$ cat config.mk
export PLATFORM = sky130hd
export DESIGN_NAME = mem_read_sched
export DESIGN_NICKNAME = d
export VERILOG_FILES = /design/src/rtl/mem_read_sched.sv
export SDC_FILE = /design/constraint.sdc
export NUM_CORES = 1
export LEC_CHECK = 0
export BUFFER_PORTS_ARGS = -buffer_cell sky130_fd_sc_hd__clkbuf_2
export CAP_MARGIN = 20
export CORE_AREA = 2 2 79 81
export DETAILED_ROUTE_END_ITERATION = 10
export DIE_AREA = 0 0 81 83
export PLACE_DENSITY_LB_ADDON = 0.05
export SLEW_MARGIN = 30
export SYNTH_ARGS = -nofsm -noshare
export SYNTH_HDL_FRONTEND = slang
export SYNTH_SLANG_ARGS = --single-unit
$ cat constraint.sdc
create_clock -name clk -period 6.3 [get_ports clk]
set_clock_uncertainty 0.15 [all_clocks]
set_input_delay 0.63 -clock clk [delete_from_list [all_inputs] [get_ports clk]]
set_output_delay 0.63 -clock clk [all_outputs]
set_load 0.02 [all_outputs]
$ cat src/rtl/mem_read_sched.sv
// mem_read_sched: round-robin scheduler that shares one packet-buffer read
// controller among N_PORTS egress ports. A granted port's head block is read
// first, then one follow-on read is issued per returned block until the block
// carrying end-of-packet arrives. Returned blocks are steered to the owning port.
// A watchdog aborts a chain that stops returning blocks.
module mem_read_sched #(
    parameter int N_PORTS    = 4,
    parameter int ADDR_W     = 10,
    parameter int BLOCK_BITS = 64,
    parameter int TIMEOUT    = 16
) (
    input  logic                         clk,
    input  logic                         rst_n,
    input  logic [N_PORTS-1:0]           req_i,
    input  logic [N_PORTS*ADDR_W-1:0]    req_addr_i,
    output logic [N_PORTS-1:0]           gnt_o,
    output logic                         busy_o,
    output logic                         rd_re_o,
    output logic                         rd_start_o,
    output logic [ADDR_W-1:0]            rd_start_addr_o,
    input  logic [BLOCK_BITS-1:0]        rd_data_i,
    input  logic                         rd_data_valid_i,
    input  logic                         rd_data_end_i,
    output logic [BLOCK_BITS-1:0]        port_data_o,
    output logic [N_PORTS-1:0]           port_valid_o,
    output logic [N_PORTS-1:0]           port_end_o,
    output logic                         err_timeout_o,
    output logic [$clog2(N_PORTS)-1:0]   err_port_o
);

    localparam int PW = $clog2(N_PORTS);
    localparam int WW = $clog2(TIMEOUT);
    localparam logic [WW-1:0] WD_LAST   = WW'(TIMEOUT - 1);
    localparam logic [PW-1:0] LAST_PORT = PW'(N_PORTS - 1);

    typedef enum logic {
        IDLE = 1'b0,
        WAIT = 1'b1
    } state_t;

    state_t          state_reg, state_next;
    logic [PW-1:0]   owner_reg, owner_next;
    logic [PW-1:0]   last_owner_reg, last_owner_next;
    logic [WW-1:0]   wdog_reg, wdog_next;

    logic [ADDR_W-1:0] addr_arr [N_PORTS];
    logic [PW-1:0]     winner;
    logic              any_req;

    // Unpack the flat per-port head-address bus into an array.
    generate
        for (genvar gi = 0; gi < N_PORTS; gi++) begin : g_addr
            assign addr_arr[gi] = req_addr_i[gi*ADDR_W +: ADDR_W];
        end
    endgenerate

    assign any_req     = |req_i;
    assign busy_o      = (state_reg != IDLE);
    assign port_data_o = rd_data_i;

    // Round-robin pick: scan from farthest to nearest so the port closest
    // after last_owner is the final (winning) assignment.
    always_comb begin
        int idx;
        winner = last_owner_reg;
        idx    = 0;
        for (int i = N_PORTS; i >= 1; i--) begin
            idx = int'(last_owner_reg) + i;
            if (idx >= N_PORTS) begin
                idx = idx - N_PORTS;
            end
            if (req_i[idx]) begin
                winner = PW'(idx);
            end
        end
    end

    // Next-state and output decode for the IDLE/WAIT controller.
    always_comb begin
        state_next      = state_reg;
        owner_next      = owner_reg;
        last_owner_next = last_owner_reg;
        wdog_next       = wdog_reg;
        gnt_o           = '0;
        rd_re_o         = 1'b0;
        rd_start_o      = 1'b0;
        rd_start_addr_o = '0;
        port_valid_o    = '0;
        port_end_o      = '0;
        err_timeout_o   = 1'b0;
        err_port_o      = '0;
        case (state_reg)
            IDLE: begin
                // rst_n gates the same-cycle grant so nothing leaks out while
                // reset is held with requests pending.
                if (rst_n && any_req) begin
                    gnt_o[winner]   = 1'b1;
                    rd_re_o         = 1'b1;
                    rd_start_o      = 1'b1;
                    rd_start_addr_o = addr_arr[winner];
                    owner_next      = winner;
                    last_owner_next = winner;
                    wdog_next       = '0;
                    state_next      = WAIT;
                end
            end
            WAIT: begin
                port_valid_o[owner_reg] = rd_data_valid_i;
                port_end_o[owner_reg]   = rd_data_valid_i & rd_data_end_i;
                if (rd_data_valid_i) begin
                    wdog_next = '0;
                    if (rd_data_end_i) begin
                        state_next = IDLE;
                    end else begin
                        // Controller takes the next address from this block's footer.
                        rd_re_o = 1'b1;
                    end
                end else if (wdog_reg == WD_LAST) begin
                    err_timeout_o = 1'b1;
                    err_port_o    = owner_reg;
                    state_next    = IDLE;
                end else if (wdog_reg != '1) begin
                    wdog_next = wdog_reg + WW'(1);
                end
            end
            default: begin
                state_next = IDLE;
            end
        endcase
    end

    // State, ownership and watchdog registers; reset leaves port 0 first in line.
    always_ff @(posedge clk or negedge rst_n) begin
        if (!rst_n) begin
            state_reg      <= IDLE;
            owner_reg      <= '0;
            last_owner_reg <= LAST_PORT;
            wdog_reg       <= '0;
        end else begin
            state_reg      <= state_next;
            owner_reg      <= owner_next;
            last_owner_reg <= last_owner_next;
            wdog_reg       <= wdog_next;
        end
    end

endmodule

==> impl_metrics.tcl <==
set metrics [dict create \
    status "completed" \
    n_antenna_cell 0 \
    wl_per_cell_um 13.70 \
    crit_path_max_incr_delay_ps 670 \
    rsz0062_at_grt "no" \
    via_per_inst 4.541 \
    setup_viol 0 \
    synth_nets 287 \
    clock.fmax_ghz 0.3166 \
    hold_slack_ps 106.5 \
    path_common_cell "clkbuf_2" \
    vias 1176 \
    syn_inst 174 \
    grt_pass1_wl_um 5678 \
    synth_compound_area_frac 0.1479 \
    crit_required_ps 5520 \
    ir_worst_vdd_v 0.00007362 \
    p_leak_nw 0.7387 \
    power_density_nw_per_um2 316.5 \
    synth_edf_count 0 \
    die_w_um 81 \
    crit_chain "clkbuf_2, o41ai_1, nor2_2, nand2_1, o22ai_1, clkbuf_2" \
    nets 298 \
    slew_viol_final 0 \
    area_growth_pct -0.9016 \
    worstSetupPathType "in2out" \
    end_kind "output port" \
    die_h_um 83 \
    fp.coreArea_um2 5816 \
    yosys.area_share.simple 0.1344 \
    cts.sinks 9 \
    gr-total-overflow 0 \
    tns_ps 0 \
    wl_um 3548 \
    dp_hpwl_um 2997 \
    finalHoldViolations 0 \
    syn_area_um2 1388 \
    hp-class "in2async" \
    cts_buffer_depth 2 \
    crit_path_start_kind "input pin" \
    place_congestion 0.7503 \
    r2r_slack_ps 4420 \
    synth_seq_area_share 0.1641 \
    post_cts_buffers 0 \
    cts_tree "yes" \
    firstDrtPassIters 4 \
    grt_pass1_vias 1272 \
    grt_antenna_before_repair 0 \
    layout_common_cells "clkbuf_2 (75), mux2i_1 (21), nor2_1 (17)" \
    async_reset_ff_frac 1.000 \
    synth_mux_area_frac 0.1515 \
    drt_iter0_drc 32 \
    timing.final.crit_share 0.5014 \
    io-pin-count 204 \
    ys_warn_count 0 \
    max_cap_violations 0 \
    start_util 0.2386 \
    ant_nets 0 \
    clk_pin_slew_ps 50 \
    synth_top_family_by_area "buffers and inverters" \
    num_rows 28 \
    drive_gt1_frac 0.4565 \
    worstPathMaxFanout 14 \
    slowest_stage "o41ai_1" \
    drc 0 \
    grt_usage 0.1059 \
    layout_commonest_cell "clkbuf_2" \
    largest_reg_flops 4 \
    clock_latency_ps 230 \
    dieArea_um2 6723 \
    grt_max_degree 26 \
    io_buffer_count 75 \
    max_slew.worst_pin.slew_ps 664.9 \
    cts.repair.resized 0 \
    synth-seq-cells 9 \
    cts_root_buffer "clkbuf_8" \
    slew-limit-headroom 0.5510 \
    postCtsHoldBufs 0 \
    synth_xor_area_frac 0 \
    yosys_most_used_dff "dfrtp_1" \
    layout_min_cycle_time_ps 3159 \
    cts_buffers 3 \
    synthAdderAreaFrac 0.009017 \
    arrival_ps 2380 \
    h-tree-depth 1 \
    ys_types 30 \
    synth_area_per_cell_um2 7.975 \
]
-- kinds of logic (layout without fill, tap and decap cells) --
kind of cell | Yosys count | after routing
mux | 21 | 21
compound gates | 29 | 29
buf+inv | 73 | 83
fa+ha+maj | 1 | 1
simple gates | 41 | 41
flops | 9 | 9
-- cell usage after synthesis (2+ instances only) --
library cell | instances | share of area
nand2_1 | 9 | 0.024
o22ai_1 | 11 | 0.050
nor3_1 | 2 | 0.0072
o21a_1 | 2 | 0.011
buf_6 | 2 | 0.016
o21ai_0 | 5 | 0.018
nand2b_1 | 6 | 0.027
a21oi_1 | 4 | 0.014
and2_1 | 2 | 0.0090
dfrtp_1 | 7 | 0.13
buf_4 | 65 | 0.35
dfstp_2 | 2 | 0.038
nand3_1 | 2 | 0.0072
mux2i_1 | 21 | 0.15
inv_1 | 3 | 0.0081
nor2_1 | 17 | 0.046
-- per-stage QoR --
step	util	cell area, um^2	setup WS (ps)	cells	power [mW]
6_report	0.2364	1375	3141	259	0.4352
5_1_grt	0.2364	1375	2970	259	0.4735
4_1_cts	0.2364	1375	3084	259	0.4440
3_5_place_dp	0.2287	1330	3098	255	0.3739
3_3_place_gp	0.2287	1330	3190	255	0.3768
2_1_floorplan	-	1388	3618	174	0.3746
-- per-layer routing --
| layer | share of wire | vias up | global-route usage |
|---|---|---|---|
| li1 | - | 551 | - |
| met1 | 0.36 | 507 | 0.1026 |
| met2 | 0.46 | 101 | 0.1736 |
| met3 | 0.14 | 17 | 0.06630 |
| met4 | 0.034 | 0 | 0.05085 |
| met5 | 0 | - | 0 |
-- area by class of cell --
| class | count | area, um^2 |
|---|---|---|
| Inverter | 3 | 11.26 |
| Multi-Input combinational cell | 92 | 614.3 |
| Fill cell | 697 | 4441 |
| Timing Repair Buffer | 76 | 382.9 |
| Tap cell | 75 | 93.84 |
| Sequential cell | 9 | 227.7 |
| Clock buffer | 4 | 45.04 |
-- power by group --
part,total (mW),internal (mW),switching [mW],leakage [nW]
Combinational,0.260,0.111,0.149,0.607
Sequential,0.108,0.0798,0.0282,0.109
Clock,0.0671,0.0441,0.0230,0.0228
Total,0.435,0.235,0.200,0.739
-- worst max-delay path: cells and delay by family --
family	cells	cell delay (ps)
AND/OR/NAND/NOR	2	600
AO/OA/AOI/OAI	2	840
buffers and inverters	2	290
-- path summary, 6_finish.rpt --
check / startpoint / end / cells after the start
max: req_i[1] / rd_start_addr_o[6] / 6
min: rst_n / wdog_reg[0] / 1
max reg2reg: last_owner_reg[1] / owner_reg[1] / 5
min reg2reg: last_owner_reg[0] / last_owner_reg[0] / 2
max in group asynchronous: rst_n / last_owner_reg[1] / 1
min in group clk: last_owner_reg[0] / last_owner_reg[0] / 2
Note: power is estimated with default switching activity, not from simulation.
